$ cat src/rtl/prog_delay_gate.sv
// Programmable per-channel delay lines feeding a mode-selectable merge gate.
// Each channel delays its input by 0..MAX_DLY enabled cycles. The delayed taps
// are combined into one registered output, qualified by a validity flag that
// tracks whether every line has refilled since reset or since its last reconfig.
module prog_delay_gate #(
   parameter int unsigned CH      = 3,
   parameter int unsigned MAX_DLY = 8,
   parameter int unsigned DLY_DEF = 1,
   localparam int unsigned DW     = $clog2(MAX_DLY + 1),
   localparam int unsigned CW     = (CH > 1) ? $clog2(CH) : 1
) (
   input  logic          clk,
   input  logic          rst_n,
   input  logic          en,
   input  logic [CH-1:0] din,
   input  logic [1:0]    mode,
   input  logic          cfg_we,
   input  logic [CW-1:0] cfg_ch,
   input  logic [DW-1:0] cfg_dly,
   output logic          dout,
   output logic          dout_vld
);

   // Reset delay is clamped so an oversized default cannot address past the line.
   localparam int unsigned   DLY_RST   = (DLY_DEF > MAX_DLY) ? MAX_DLY : DLY_DEF;
   localparam logic [DW-1:0] DLY_RST_V = DW'(DLY_RST);
   localparam logic [DW-1:0] MAX_V     = DW'(MAX_DLY);

   localparam logic [1:0] MODE_OR  = 2'd0;
   localparam logic [1:0] MODE_AND = 2'd1;
   localparam logic [1:0] MODE_MIX = 2'd2;
   localparam logic [1:0] MODE_XOR = 2'd3;

   logic [MAX_DLY-1:0] sr_q      [CH];
   logic [MAX_DLY-1:0] sr_nxt_c  [CH];
   logic [DW-1:0]      dly_q     [CH];
   logic [DW-1:0]      fill_q    [CH];
   logic [CH-1:0]      tap_c;
   logic               merged_c;
   logic               vld_c;
   logic               cfg_hit_c;
   logic [DW-1:0]      cfg_val_c;

   // Decode a config write: out-of-range channels are dropped, delay saturates at MAX_DLY.
   always_comb begin
      cfg_hit_c = cfg_we && (32'(cfg_ch) < CH);
      cfg_val_c = (cfg_dly > MAX_V) ? MAX_V : cfg_dly;
   end

   // Next shift-register contents: new sample enters at bit 0, oldest falls off the top.
   always_comb begin
      for (int i = 0; i < CH; i++) begin
         sr_nxt_c[i] = MAX_DLY'({sr_q[i], din[i]});
      end
   end

   // Tap select: a zero delay bypasses the line and feeds the live input.
   always_comb begin
      for (int i = 0; i < CH; i++) begin
         tap_c[i] = din[i];
         for (int k = 0; k < MAX_DLY; k++) begin
            if (dly_q[i] == DW'(k + 1)) begin
               tap_c[i] = sr_q[i][k];
            end
         end
      end
   end

   // Merge function over the current taps.
   always_comb begin
      merged_c = 1'b0;
      case (mode)
         MODE_OR:  merged_c = |tap_c;
         MODE_AND: merged_c = &tap_c;
         MODE_MIX: merged_c = tap_c[CH-1] | (&tap_c[CH-2:0]);
         MODE_XOR: merged_c = ^tap_c;
         default:  merged_c = 1'b0;
      endcase
   end

   // Output is trustworthy only when every line holds at least dly post-config samples.
   always_comb begin
      vld_c = 1'b1;
      for (int i = 0; i < CH; i++) begin
         if (fill_q[i] < dly_q[i]) begin
            vld_c = 1'b0;
         end
      end
   end

   // Delay lines advance on enabled cycles only; contents survive reconfiguration.
   always_ff @(posedge clk or negedge rst_n) begin
      if (!rst_n) begin
         for (int i = 0; i < CH; i++) begin
            sr_q[i] <= '0;
         end
      end else if (en) begin
         for (int i = 0; i < CH; i++) begin
            sr_q[i] <= sr_nxt_c[i];
         end
      end
   end

   // Per-channel delay and fill counters; a config write restarts that channel's fill.
   always_ff @(posedge clk or negedge rst_n) begin
      if (!rst_n) begin
         for (int i = 0; i < CH; i++) begin
            dly_q[i]  <= DLY_RST_V;
            fill_q[i] <= '0;
         end
      end else begin
         for (int i = 0; i < CH; i++) begin
            if (cfg_hit_c && (cfg_ch == CW'(i))) begin
               dly_q[i]  <= cfg_val_c;
               fill_q[i] <= '0;
            end else if (en && (fill_q[i] != MAX_V)) begin
               fill_q[i] <= fill_q[i] + DW'(1);
            end
         end
      end
   end

   // Registered merged output and validity, both held while en is low.
   always_ff @(posedge clk or negedge rst_n) begin
      if (!rst_n) begin
         dout     <= 1'b0;
         dout_vld <= 1'b0;
      end else if (en) begin
         dout     <= merged_c;
         dout_vld <= vld_c;
      end
   end

endmodule

$ cat config.mk
export PLATFORM = sky130hd
export DESIGN_NAME = prog_delay_gate
export DESIGN_NICKNAME = d
export VERILOG_FILES = /design/src/rtl/prog_delay_gate.sv
export SDC_FILE = /design/constraint.sdc
export NUM_CORES = 1
export LEC_CHECK = 0
export ABC_AREA = 0
export CAP_MARGIN = 20
export CORE_ASPECT_RATIO = 1.75
export CORE_MARGIN = 4
export CORE_UTILIZATION = 50
export CTS_CLUSTER_SIZE = 10
export DETAILED_ROUTE_END_ITERATION = 10
export PLACE_DENSITY = 0.75
export SYNTH_ARGS = -nofsm -noshare
export SYNTH_HDL_FRONTEND = slang
export SYNTH_SLANG_ARGS = --single-unit
$ cat constraint.sdc
create_clock -name clk -period 4 [get_ports clk]
set_clock_uncertainty 0.05 [all_clocks]
set_input_delay 1.2 -clock clk [delete_from_list [all_inputs] [get_ports clk]]
set_output_delay 1.2 -clock clk [all_outputs]
set_load 0.1 [all_outputs]
### Yosys cells after proc, flatten, opt, wreduce, memory -nomap -nowiden

Cells that the tools add are included.

* bitwise logic cells: 1
* $add $sub $neg: 3
* reduce and logical (&&, ||, !) cells: 16
* equality and inequality tests: 32
* $lt $le $gt $ge: 5
* mux-type cells: 35

Operators by type and width (number)
* 4-bit by 3-bit equality test with 1-bit output (second input constant): 12
* 4-bit two-way mux: 7
* 1-bit two-way mux: 27
* 4-bit by 2-bit equality test with 1-bit output (second input constant): 6
* 4-bit by 1-bit adder with 4-bit output (second input constant): 3
* 4-bit by 1-bit equality test with 1-bit output (second input constant): 3
* 4-bit equality test (second input constant): 3
* 4-bit < comparator: 3
* 4-bit != test (second input constant): 3
* 1-bit logical AND: 7
* 2-bit equality test (second input constant): 3
* 2-bit nonzero test: 3
* 2-bit by 1-bit equality test with 1-bit output (second input constant): 2
* 4-bit > comparator (second input constant): 1
* 2-bit logical NOT: 2
* 1-bit one-hot mux with 4 select lines: 1
* 3-bit AND reduction: 1
* 3-bit OR reduction: 1
* 3-bit parity: 1
* 2-bit < comparator (second input constant): 1
* 2-bit AND reduction: 1
* 1-bit OR: 1

* bits of input ports: 15
* logic and storage cells: 103
* flip-flop bits (word level): 50

### Depth between registers and ports, before layout

* word-level depth: 12
* mapped depth: 9

### Least setup slack after synthesis

No wires, ideal clock.

* path type: input port to flip-flop
* start: input din[0]
* end: register dout
* data required time: 3828 ps
* library setup time: 122 ps
* path slack: 1110 ps
* buffers on the path: 0
* arrival time: 2719 ps
* stages on the path: 9
* cell sequence: mux4_2 nand2_1 and3_1 a21o_1 ha_1 mux2_2 a21oi_1 o211a_1 nor2_1

* word-level cells in the longest chain between the ends: 11
* elaborated cells on any way between the ends: 14
* classes of those cells: mux: 9; bitwise: 1; reduce/logical: 4

RTL lines
* start: declaration: RTL line 15 `input logic [CH-1:0] din,`
* 1-bit two-way mux (*) (8 in series): RTL line 62 `if (dly_q[i] == DW'(k + 1)) begin`
* 2-bit AND reduction: RTL line 75 `MODE_MIX: merged_c = tap_c[CH-1] | (&tap_c[CH-2:0]);`
* 1-bit OR: RTL line 75
* 1-bit one-hot mux with 4 select lines (*): RTL line 72 `case (mode)`
* end signal: assignment: RTL line 129 `dout <= merged_c;`
* end: declaration: RTL line 20 `output logic dout,`

Every way passes the cells marked *; elsewhere a longest branch is shown, timed or not.
A chain may end at the register's enable or synchronous reset.

### Worst setup path in the final report

* start: input din[1]
* end: register dout

Same word-level chain as after synthesis.

==> flow_summary.yaml <==
yosys:
  synth_edf_count: 0
  ys.warnings.count: 0
  ys_ff_latch: 50
  async_flop_share_pct: 100
  syn_area_per_cell_um2: 11.2
  synth_cell_type_count: 40
  synthTopCellsByArea: "dfrtp_1 (44%), mux2_2 (11%), ha_1 (8.0%), o21ai_0 (3.4%), dfstp_2 (3.0%)"
  syn_inst: 237
  ys_seq_area_share_pct: 47.1
  yosys_most_used_dff: "dfrtp_1"
  synth.top_cell.area_share_pct: 44.2
  yosys.area.top_type: "dfrtp_1"
  syn-num-nets: 269
  syn_area_um2: 2660
worst_setup_path:
  crit_path_end_kind: "register"
  cp.required_ps: 4140
  worstSetupStartpointType: "input pin"
  arrival_ps: 3310
  path_cells: "clkdlybuf4s50_1, nor2b_1, a31oi_1, o221a_1, o31a_1, ha_1, mux2_2, a21oi_1, o211a_1, nor2_1"
  crit_family: "compound AO/OA/AOI/OAI gates"
  startpoint: "din[1]"
  crit_buf_inv: 1
  cpMaxStageDelayCell: "clkdlybuf4s50_1"
  rr_worst_depth: 8
  critical_path.max_stage_delay_ps: 490
  cp.depth: 10
  crit_path_max_fanout: 3
  crit_type: "input pin to register"
  timing.rr.start: "dly_q[4]"
worst_hold_path:
  min_path_cells: 1
  holdCritStartpoint: "sr_q[23]"
  worst_hold_path_type: "register to register"
floorplan:
  initial_core_util_pct: 52.6
  die_h_um: 105
  ios: 17
  die_x_um: 63.2
  die_area_um2: 6600
  core_um2: 5060
  rows: 34
power_and_ir_drop:
  p_total_w: 0.00171
  p_leak_nw: 1.35
  vdd_drop_max_uv: 257
  power.density_nw_per_um2: 564
routing:
  routed_wl_um: 5130
  routed_via_density: 5.84
  drc: 0
  wl_per_cell_um: 16.4
  ant_nets: 0
  first_iter_violations: 63
  vias: 1828
  first_pass_iters: 4
finish:
  syn_to_final_growth_pct: 13.7
  fillers: 418
  final_nets: 290
  antenna_cells: 0
  fin_area_um2: 3030
  multi_input_area_um2: 1330
  layout_common_cells: "dfrtp_1 (47), mux2_2 (25), nand2_1 (21), o21ai_0 (18), ha_1 (17)"
  mostFrequentLayoutCell: "dfrtp_1"
  drive_gt1_share_pct: 17.8
  fin_util_pct: 59.8
  seqCellArea_um2: 1250
clock_tree:
  cts.sinks: 50
  cts_tree: "done"
  clk_pin_slew_ps: 90
  cts_buffers: 5
  clk_latency_ps: 300
  postCtsSetupBuffers: 0
  ctsResizeCount: 0
  ctsLongestPathBuffers: 2
  cts_hold_buf: 0
  htree_num_levels: 2
  cts_root_buffer: "clkbuf_8"
timing:
  max_freq_mhz: 315
  period_minus_slack_ps: 3170
  maxSlewViolCount: 0
  rsz0062_at_grt: "false"
  setup_tns_ps: 0
  setup_viol: 0
  min_period_over_period_pct: 79.3
  tightest_slew_ps: 967
  max-slew-margin-rel_pct: 35.3
  timing.hold.ws_ps: 467
  final_hold_viol_count: 0
global_route:
  antenna_found_initial: 0
  grt_pass1_vias: 1969
  grt_pass1_wl_um: 8940
  grtUsageTotal_pct: 16.9
  grt_max_degree: 51
  globalRoute.totalOverflow: 0
flow_run:
  drv_cap: 0
placement:
  dpl_cell_area_um2: 2900
  dp_hpwl_um: 3810
  port_buffers: 16
  place_congestion: 0.772
status:
  status: "completed"
## synth_stat cells (6+ instances only)
library cell,count
a21oi_1,6
dfrtp_1,47
ha_1,17
inv_1,15
mux2_2,25
mux2i_1,6
nand2_1,21
nand2b_1,6
nor2_1,16
o21ai_0,18
xor2_1,6
## sequential cells by signal, indices dropped and copies added (netlist names)
register,cells
dout_vld,1
fill_q,12
dly_q,12
sr_nxt_c,21
dout,1
sr_q,3
## through the flow
step,instances,worst slack (ps)
6_report,313,828
5_1_grt,313,674
4_1_cts,312,836
3_5_place_dp,304,521
3_3_place_gp,304,558
2_1_floorplan,237,1110
## power breakdown
group / internal, W / total, W / switching, W
combinational: 0.000274 / 0.000562 / 0.000288
sequential: 0.000649 / 0.000792 / 0.000143
clock: 0.000187 / 0.000352 / 0.000166
total: 0.00111 / 0.00171 / 0.000596
## logic make-up after synthesis
logic type	after synthesis	share of synthesized area, %
simple gates	62	11.4
flops	50	47.1
compound gates	42	10.2
mux	36	17.3
buf+inv	21	2.96
fa+ha+maj	17	7.99
xor+xnor	9	2.96
## cell type report
class	count	area share, %
clock buffers	6	2.40
clock inverters	2	1.24
inverters	15	1.86
multi-input cells	166	43.9
flip-flops and latches	50	41.4
well taps	54	2.23
repair buffers	20	6.94
## final timing paths
kind	endpoint	slack, ps
min	sr_q[23]	470
min in group asynchronous	dly_q[9]	810
max reg2reg	dout	1460
min reg2reg	sr_q[23]	470
max	dout	830
max in group asynchronous	dly_q[0]	2480
## per-layer routing
metal	track usage [%]	wire length [um]	vias to the layer above
met5	0	0	-
met4	6.95	95	0
met3	2.47	105	8
met2	31.7	2760	22
met1	18.6	2170	911
li1	-	-	887
(Power assumes the default switching activity.)
